$ cat config.mk
export PLATFORM = sky130hd
export DESIGN_NAME = fetch_stage_ctrl
export DESIGN_NICKNAME = d
export VERILOG_FILES = /design/src/rtl/fetch_stage_ctrl.sv
export SDC_FILE = /design/constraint.sdc
export NUM_CORES = 1
export LEC_CHECK = 0
export BUFFER_PORTS_ARGS = -buffer_cell sky130_fd_sc_hd__buf_2
export CAP_MARGIN = 5
export CORE_UTILIZATION = 49
export CTS_CLUSTER_SIZE = 10
export DETAILED_ROUTE_END_ITERATION = 12
export GPL_TIMING_DRIVEN = 0
export HOLD_SLACK_MARGIN = 0.1
export PLACE_DENSITY = 0.82
export SLEW_MARGIN = 20
export SYNTH_ARGS = -nofsm -noshare
export SYNTH_HDL_FRONTEND = slang
export SYNTH_SLANG_ARGS = --single-unit
export TNS_END_PERCENT = 100
$ cat constraint.sdc
create_clock -name clk -period 2 [get_ports clk]
set_input_delay 0.6 -clock clk [delete_from_list [all_inputs] [get_ports clk]]
set_output_delay 0.6 -clock clk [all_outputs]
set_load 0.005 [all_outputs]
$ cat src/rtl/fetch_stage_ctrl.sv
// Fetch stage controller: owns the PC, the imem request handshake and the IF/ID register.
// Parks a returned word while IF/ID is stalled and drains an in-flight request after a flush.
module fetch_stage_ctrl #(
  parameter logic [31:0] RESET_PC  = 32'h0000_3000,
  parameter logic [31:0] NOP_INSTR = 32'h0000_0000
) (
  input  logic        clk,
  input  logic        reset,
  input  logic        PC_write,
  input  logic        IF_ID_write,
  input  logic        flush,
  input  logic        PCSrc,
  input  logic [1:0]  jump,
  input  logic [31:0] branch_target,
  input  logic [31:0] jump_target,
  input  logic [31:0] jr_target,
  output logic        imem_req,
  output logic [31:0] imem_addr,
  input  logic        imem_ready,
  input  logic [31:0] imem_rdata,
  output logic [31:0] IF_ID_instr,
  output logic [31:0] IF_ID_pc4,
  output logic        IF_ID_valid,
  output logic        fetch_stall
);

  typedef enum logic [1:0] {FETCH, HOLD, DROP} state_t;

  state_t      state, state_next;
  logic [31:0] pc, pc_next;
  logic [31:0] redirect_pc, redirect_next;
  logic [31:0] hold_instr, hold_instr_next;
  logic [31:0] hold_pc4, hold_pc4_next;
  logic [31:0] ifid_instr_next, ifid_pc4_next;
  logic        ifid_valid_next;
  logic [31:0] pc_plus4;
  logic [31:0] target;
  logic        advance;

  assign pc_plus4 = pc + 32'd4;
  assign advance  = IF_ID_write & PC_write;

  // The branch is the older instruction, so it wins over any jump in the same cycle.
  always_comb begin
    if (PCSrc)
      target = {branch_target[31:2], 2'b00};
    else if (jump == 2'b10)
      target = {jr_target[31:2], 2'b00};
    else
      target = {jump_target[31:2], 2'b00};
  end

  assign imem_req    = (state != HOLD);
  assign imem_addr   = pc;
  assign fetch_stall = (state == DROP) | ((state == FETCH) & ~imem_ready);

  always_comb begin
    state_next      = state;
    pc_next         = pc;
    redirect_next   = redirect_pc;
    hold_instr_next = hold_instr;
    hold_pc4_next   = hold_pc4;
    ifid_instr_next = IF_ID_instr;
    ifid_pc4_next   = IF_ID_pc4;
    ifid_valid_next = IF_ID_valid;
    case (state)
      FETCH: begin
        if (flush) begin
          ifid_instr_next = NOP_INSTR;
          ifid_pc4_next   = 32'd0;
          ifid_valid_next = 1'b0;
          hold_instr_next = 32'd0;
          hold_pc4_next   = 32'd0;
          // A request already in flight must finish at its old address before redirecting.
          if (imem_ready) begin
            pc_next = target;
          end else begin
            redirect_next = target;
            state_next    = DROP;
          end
        end else if (imem_ready) begin
          if (advance) begin
            ifid_instr_next = imem_rdata;
            ifid_pc4_next   = pc_plus4;
            ifid_valid_next = 1'b1;
            pc_next         = pc_plus4;
          end else begin
            hold_instr_next = imem_rdata;
            hold_pc4_next   = pc_plus4;
            state_next      = HOLD;
          end
        end else if (IF_ID_write) begin
          ifid_instr_next = NOP_INSTR;
          ifid_pc4_next   = 32'd0;
          ifid_valid_next = 1'b0;
        end
      end
      HOLD: begin
        if (flush) begin
          ifid_instr_next = NOP_INSTR;
          ifid_pc4_next   = 32'd0;
          ifid_valid_next = 1'b0;
          hold_instr_next = 32'd0;
          hold_pc4_next   = 32'd0;
          pc_next         = target;
          state_next      = FETCH;
        end else if (advance) begin
          ifid_instr_next = hold_instr;
          ifid_pc4_next   = hold_pc4;
          ifid_valid_next = 1'b1;
          hold_instr_next = 32'd0;
          hold_pc4_next   = 32'd0;
          pc_next         = pc_plus4;
          state_next      = FETCH;
        end
      end
      DROP: begin
        ifid_instr_next = NOP_INSTR;
        ifid_pc4_next   = 32'd0;
        ifid_valid_next = 1'b0;
        if (flush)
          redirect_next = target;
        if (imem_ready) begin
          pc_next    = flush ? target : redirect_pc;
          state_next = FETCH;
        end
      end
      default: state_next = FETCH;
    endcase
  end

  always_ff @(posedge clk) begin
    if (reset) begin
      state       <= FETCH;
      pc          <= RESET_PC;
      redirect_pc <= 32'd0;
      hold_instr  <= 32'd0;
      hold_pc4    <= 32'd0;
      IF_ID_instr <= NOP_INSTR;
      IF_ID_pc4   <= 32'd0;
      IF_ID_valid <= 1'b0;
    end else begin
      state       <= state_next;
      pc          <= pc_next;
      redirect_pc <= redirect_next;
      hold_instr  <= hold_instr_next;
      hold_pc4    <= hold_pc4_next;
      IF_ID_instr <= ifid_instr_next;
      IF_ID_pc4   <= ifid_pc4_next;
      IF_ID_valid <= ifid_valid_next;
    end
  end

endmodule

======== Yosys cells after proc, flatten, opt, wreduce, memory -nomap -nowiden ========
Index checks and enable logic that the tools add are counted.
storage, ports and cells
  output and inout port bits .............. 99
  input port bits ......................... 137
  register bits ........................... 195
cells by class
  bitwise logic cells ..................... 4
  add/subtract/negate cells ............... 1
  reductions and logical operators ........ 10
  mux-type cells .......................... 50
  eq/ne operators ......................... 14
operator list
  operator                                                                count
  32-bit 2-to-1 mux                                                       30
  32-bit one-hot mux with 3 select lines                                  3
  32-bit one-hot mux with 2 select lines                                  3
  32-bit by 3-bit adder with 32-bit output (second input constant)        1
  2-bit 2-to-1 mux                                                        7
  3-bit != test (second input constant)                                   4
  2-bit != test (second input constant)                                   4
  4-bit != test (second input constant)                                   2
  4-bit AND reduction                                                     2
  2-bit one-hot mux with 3 select lines                                   1
  3-bit AND reduction                                                     2
  1-bit 2-to-1 mux                                                        5
  5-bit AND reduction                                                     1
  2-bit equality test (second input constant)                             2
  2-bit nonzero test                                                      2
  1-bit one-hot mux with 3 select lines                                   1
  3-bit nonzero test                                                      1
  1-bit AND                                                               2
  2-bit by 1-bit equality test with 1-bit output (second input constant)  1
  2-bit logical NOT                                                       1
  2-bit by 1-bit != test with 1-bit output (second input constant)        1
  2-bit AND reduction                                                     1
  1-bit inverter                                                          1
  1-bit OR                                                                1

======== Longest topological paths before layout ========
Gate-level depths: netlist of run 1.
  depth in word-level cells ............... 6
  mapped depth ............................ 10
  depth with buffers taken out ............ 7

======== Worst setup path before layout of run 1 ========
No wires, ideal clock.
  path kind ............................... register -> register
  start point ............................. register state[0]
  end point ............................... register IF_ID_pc4[30]
  arrival time ............................ 1916 ps
  required time ........................... 1880 ps
  buffers on the path ..................... 3
  cell stages (with the launch flop) ...... 11
  setup slack ............................. -36 ps
  clock period less this slack ............ 2036 ps
  setup time .............................. 120 ps
  cells stage by stage .................... dfxtp_1 > inv_1 > ha_1 > buf_2 > a21o_1 > a221o_1 > buf_2 > buf_2 > a21oi_1 > nor3_1 > a211o_1
between the ends
  word-level cells in the longest chain between the ends .. 3
  elaborated cells between the ends (all ways) .. 9
RTL lines
  element                                                                 line  text
  from (decl)                                                             29    state_t state, state_next;
  from (signal assigned)                                                  143   state <= state_next;
  2-bit by 1-bit equality test with 1-bit output (tied with other cells)  66    case (state)
  3-bit != test (no line) (tied with other cells)                         -
  4-bit AND reduction (no line)                                           -
  to (signal assigned)                                                    149   IF_ID_pc4 <= ifid_pc4_next;
  to (decl)                                                               22    output logic [31:0] IF_ID_pc4,
Several ways; a longest one is shown, not always the timed one.
A chain may end at the register's enable or synchronous reset.

======== Final worst setup path of run 1 ========
  start point ............................. register state[0]
  end point ............................... output port fetch_stall
between the ends
  word-level cells in the longest chain between the ends .. 3
  elaborated cells between the ends (all ways) .. 4
RTL lines
  element            line  text
  2-bit logical NOT  55    assign fetch_stall = (state == DROP) | ((state == FETCH) & ~imem_ready);
  1-bit AND          55
  1-bit OR (*)       55
  to (decl)          24    output logic fetch_stall
Mark *: on every way between the ends. The rest lies on a longest branch, timed or not.

==> results.ini, run 1 <==
[synth]
syn_area_mm2=0.00991
synth.ff_latch_count=195
synth-edff-count=0
synthFlopType=dfxtp_1
syn_area_per_cell_um2=8.02
synth_cell_types=73
netlist_instances=1236
yosys_warnings=0
syn_nets=1378
async_reset_ff_frac=0
ys_seq_area_frac=0.394

[placement]
dpl.hpwl_um=26500
postPlaceCellArea_mm2=0.0114
post-place-ws_ns=-0.702
place_congestion=0.951
io_buffers=226

[worst_hold_path]
holdPathStages=2
hold_class=reg -> reg
holdPathEnd=hold_pc4[29]$_SDFFE_PP0P_
min_from=hold_pc4[29]$_SDFFE_PP0P_

[run_status]
violations=setup timing
outcome=finished, violations left

[floorplan]
die_h_um=144
pin_count=236
std_cell_rows=51
die_w_um=144
core_mm2=0.0197
start_util=0.504
die_area_mm2=0.0208

[critical_path]
max_stage_delay_ns=0.39
critPathCaptureType=output pin
startpoint_type=flop
reg2reg_to=IF_ID_pc4[30]$_SDFFE_PP0P_
path_class=reg -> out
r2r-start=state[1]$_SDFFE_PP0P_
arrival_ns=1.59
cp_cell_sequence=inv_4 -> ha_4 -> nor2b_4 -> or2_4 -> buf_6
path_buf_inv=2
crit_required_ns=1.40
ff2ff_path_depth=9
cp_top_family=simple AND/OR/NAND/NOR gates
crit_slowest_cell=dfxtp_4
reg2reg_slack_ns=-0.13
path_max_fanout=6
crit_start=state[0]$_SDFFE_PP0P_

[detailed_routing]
first_pass_iters=6
dr.first_iter.drc_count=1327
viasPerCell=6.27
via_count=11200
drc=0
wirelength_um=37200
ant_nets=0
wl_per_cell_um=20.7

[flow_run]
drv_cap=0

[sta]
hold_violations=0
setup_tns_ns=-0.708
setup_viol=15
setup_slack_ns=-0.188
timing.slew.headroom=0.509
fmax_mhz=457
finClkSkew_ns=0.00851
drv_slew=0
worst_pin_slew_ns=0.737
period_share=1.09
rsz0062_at_grt=yes
period_minus_slack_ns=2.19

[clock_network]
clk_path_buf_depth=2
insertion_delay_ns=0.44
cts_buffers=17
cts_tree=yes
clock_sinks=195
root_buffer=clkbuf_16
cts.htree.levels=4
cts.clk_slew.worst_paths_ns=0.07

[global_route]
grt_overflow=0
grt_pass1_vias=9921
grt_pass1_wl_um=53300
antenna_found_initial=0
grt_max_degree=17
track_usage=0.339

[layout]
drive_above_1_share=0.338
diodes=0
nets=1661
fin_area_mm2=0.0133
synthToLayoutAreaGrowth_pct=34.1

[power_and_ir_drop]
p_leak_uw=0.00557
p_per_area_mw_per_mm2=825
ir_drop_v=0.000596

[cell type report]
type	instances	area, um^2
Tap cell	265	332
Buffer	113	767
Timing Repair Buffer	267	1450
Inverter	17	68.8
Clock inverter	8	78.8
Multi-Input combinational cell	908	6200
Clock buffer	21	470
Sequential cell	195	3930
Fill cell	1561	6360
[metrics by stage]
stage	std cells	total power [uW]	utilization	hold WS [ns]
global route	1794	11400	0.676	0.471
floorplan	1236	6060	-	0.423
detailed placement	1727	7060	0.579	0.444
CTS	1772	10500	0.636	0.453
global placement	1727	7000	0.579	0.433
finish	1794	11000	0.676	0.455
[sequential cells by signal (all words and copies together) (netlist names)]
signal	count
redirect_pc	32
IF_ID_valid	1
hold_pc4	32
IF_ID_instr	32
imem_addr	32
state	2
IF_ID_pc4	32
hold_instr	32
[worst max path at each step]
stage                                 end  slack, ns  depth (start not counted)
6_report                      fetch_stall      -0.19                          5
5_1_grt                       fetch_stall      -0.21                          5
4_1_cts                       fetch_stall      -0.18                          5
3_5_place_dp    hold_pc4[20]$_SDFFE_PP0P_      -0.70                          6
3_3_place_gp    hold_pc4[20]$_SDFFE_PP0P_      -0.69                          6
2_1_floorplan  IF_ID_pc4[30]$_SDFFE_PP0P_     -0.008                          8
[cells in the mapped netlist (17+ instances only)]
master	count	area share
nor2_1	145	0.055
a21oi_1	85	0.043
a221oi_1	48	0.042
buf_2	37	0.019
o21ai_0	77	0.039
dfxtp_1	195	0.39
nor2b_1	45	0.028
nor3_1	59	0.030
a22oi_1	48	0.036
nand2_1	120	0.045
mux2i_1	30	0.030
inv_1	17	0.0064
clkbuf_1	64	0.024
nand3_1	21	0.011
[metal layers]
layer / track usage / routed length [um] / vias up
met5: 0 / 0 / -
met4: 0.160 / 1710 / 0
met3: 0.0682 / 4060 / 155
met2: 0.577 / 17400 / 769
met1: 0.408 / 14000 / 5229
li1: - / - / 5089
[cell usage in the layout (no fill, tap or decap), types with 6 or more instances in the layout]
cell,netlist,layout
buf_6,0,23
dfxtp_1,195,182
nand2b_1,7,7
clkbuf_4,0,11
nor3_1,59,55
a31oi_1,11,11
and3_1,8,8
nor2b_1,45,41
inv_1,17,15
dfxtp_2,0,10
o21ai_1,7,14
a32oi_1,6,6
clkbuf_16,0,17
buf_4,7,49
xnor2_1,15,11
a221oi_2,1,36
o211ai_1,12,12
nand3_1,21,19
nor2_1,145,138
clkbuf_2,1,25
clkbuf_1,64,23
or3_1,6,6
a21oi_1,85,82
nor4_2,0,8
o21ai_0,77,64
a211oi_1,12,11
nand4_1,11,11
mux2i_1,30,29
a22oi_1,48,48
nand2_1,120,118
a221oi_4,0,8
and2_1,9,6
buf_2,37,242
[worst reg2reg max path, delay by kind of cell, from the launching register on]
kind | cells | cell delay [ns]
and+or+nand+nor | 1 | 0.06
buffers and inverters | 3 | 0.42
adders and majority gates | 1 | 0.23
AOI/OAI and AO/OA | 4 | 0.93
DFF | 1 | 0.39
[cell families after synthesis]
family	count (synthesis)	synth area share
and+or+nand+nor	479	0.238
xor gates and xnor gates	17	0.0150
DFF	195	0.394
adders and majority gates	5	0.00631
AOI/OAI and AO/OA	373	0.254
muxes	34	0.0349
buffers and inverters	133	0.0578
[report_power, final]
group | switching [uW] | internal, uW
clock | 1490 | 1800
combinational | 1840 | 1310
sequential | 297 | 4240
total | 3630 | 7340
[timing repair]
item | in CTS | in global routing
resized for setup | 127 | 189
gates cloned | 1 | 1
hold buffers | 0 | 0
pin swaps | 10 | 15
buffers inserted | 18 | 21
setup endpoints to repair | 190 | 187
(Power assumes the default switching activity.)
==> run 2: changes to the inputs <==
--- a/config.mk
+++ b/config.mk
@@ -12,7 +12,7 @@
 export DETAILED_ROUTE_END_ITERATION = 12
 export GPL_TIMING_DRIVEN = 0
 export HOLD_SLACK_MARGIN = 0.1
-export PLACE_DENSITY = 0.82
+export PLACE_DENSITY_LB_ADDON = 0.25
 export SLEW_MARGIN = 20
 export SYNTH_ARGS = -nofsm -noshare
 export SYNTH_HDL_FRONTEND = slang
==> run 2 against run 1 <==
Against the previous run:
- largest cell class unchanged
- first-iteration DRC count fell by 24%
- global-route usage increased by 0.55 points
- sequential cell count is the same
- fmax fell by 1.2%
- core utilization down 0.99 points
- clock power is 8.5% higher
- combinational power shrank 4%
- the run still ends with setup timing left
- critical path type is now in -> reg
- sequential share of layout area grew 0.41 points
- non-clock buffer count shrank 15
==> results.ini, run 2 (synthesis results as in run 1) <==
[clock_network]
cts.clk_slew.worst_paths_ns=0.07
root_buffer=clkbuf_16
hold_buffers=0
cts_buffers=17
insertion_delay_ns=0.45
clock_sinks=195
cts.htree.levels=4
clk_path_buf_depth=2
cts_tree=yes

[detailed_routing]
viasPerCell=6.09
drc=0
ant_nets=0
first_pass_iters=5
wirelength_um=36500
dr.first_iter.drc_count=1010
via_count=10900
wl_per_cell_um=20.5

[layout]
synthToLayoutAreaGrowth_pct=32.2
nets=1646
n_fill_cell=1701
drive_above_1_share=0.324
layout_common_cells=buf_2 (241), dfxtp_1 (185), nor2_1 (138)
diodes=0
final_common_cell=buf_2

[critical_path]
path_class=in -> reg
crit_start=flush
critPathCaptureType=flop
r2r-start=state[0]$_SDFFE_PP0P_
startpoint_type=input pin
path_max_fanout=10
arrival_ns=2.53
reg2reg_slack_ns=-0.15
crit_required_ns=2.32

[run_status]
outcome=finished, violations left
violations=setup timing

[global_route]
grt_max_degree=19
grt_pass1_wl_um=54000
grt_pass1_vias=9825
track_usage=0.344
antenna_found_initial=0
grt_overflow=0

[floorplan]
pin_count=236
core_mm2=0.0197
std_cell_rows=51
die_area_mm2=0.0208
die_w_um=144
start_util=0.504
die_h_um=144

[sta]
fmax_mhz=452
setup_slack_ns=-0.214
timing.slew.headroom=0.453
rsz0062_at_grt=yes
drv_slew=0
setup_viol=35
period_minus_slack_ns=2.21
hold_violations=0
finClkSkew_ns=0.0106
hold_ws_ns=0.447
worst_pin_slew_ns=0.820
period_share=1.11

[placement]
place_congestion=0.960
dpl.hpwl_um=26400
io_buffers=226

[power_and_ir_drop]
ir_drop_v=0.000545
p_per_area_mw_per_mm2=848
p_leak_uw=0.00548
power.total_uw=11100

[flow_run]
drv_cap=0

[worst_hold_path]
hold_class=reg -> reg
min_from=hold_pc4[28]$_SDFFE_PP0P_

[run 2: cell type report]
| type | count | area, um^2 | area share |
|---|---|---|---|
| multi-input combinational | 908 | 6090 | 0.465 |
| clock inverter | 14 | 166 | 0.0127 |
| tap | 265 | 332 | 0.0253 |
| clock buffer | 18 | 439 | 0.0335 |
| timing repair buffer | 252 | 1360 | 0.104 |
| inverter | 17 | 68.8 | 0.00525 |
| buffer | 113 | 722 | 0.0551 |
| sequential | 195 | 3920 | 0.300 |
[run 2: metrics by stage]
step	utilization	setup TNS (ns)	instances	setup WS (ns)	instance area, um^2
2_1_floorplan	-	-0.00804	1236	-0.00804	9920
3_3_place_gp	0.579	-74.47	1727	-0.634	11400
3_5_place_dp	0.579	-78.88	1727	-0.688	11400
4_1_cts	0.633	-2.86	1769	-0.192	12400
5_1_grt	0.666	-5.20	1782	-0.228	13100
6_report	0.666	-1.78	1782	-0.214	13100
[run 2: metal layers]
metal,track usage,up-vias,wire [um]
met5,0,-,0
met2,0.580,649,17000
li1,-,5055,-
met3,0.0626,115,3280
met1,0.416,5041,14600
met4,0.185,0,1690
[run 2: final timing paths]
check,end,depth (start not counted)
worst max-delay path,imem_addr[15]$_SDFFE_PP0P_,7
worst max register to register,imem_addr[9]$_SDFFE_PP0P_,7
worst min register to register,hold_pc4[28]$_SDFFE_PP0P_,2
worst min-delay path,hold_pc4[28]$_SDFFE_PP0P_,2
[run 2: power by group]
| group | switching [uW] | internal, uW | total (uW) | leakage, uW |
|---|---|---|---|---|
| sequential | 285 | 4230 | 4520 | 0.00160 |
| clock | 1660 | 1920 | 3570 | 0.000293 |
| combinational | 1780 | 1230 | 3020 | 0.00359 |
| total | 3730 | 7380 | 11100 | 0.00548 |
[run 2: critical path, stage by stage]
cell and delay (ns):
buf_2 0.25, buf_2 0.34, clkbuf_4 0.34, nand2_1 0.07
o211ai_1 0.40, a21oi_1 0.11, nor4_2 0.39
[run 2: what timing repair did]
item	CTS	global route
buffers inserted	13	12
gates cloned	0	1
gates resized for setup	113	151
pin swaps	5	9
endpoints found under the setup margin	188	185
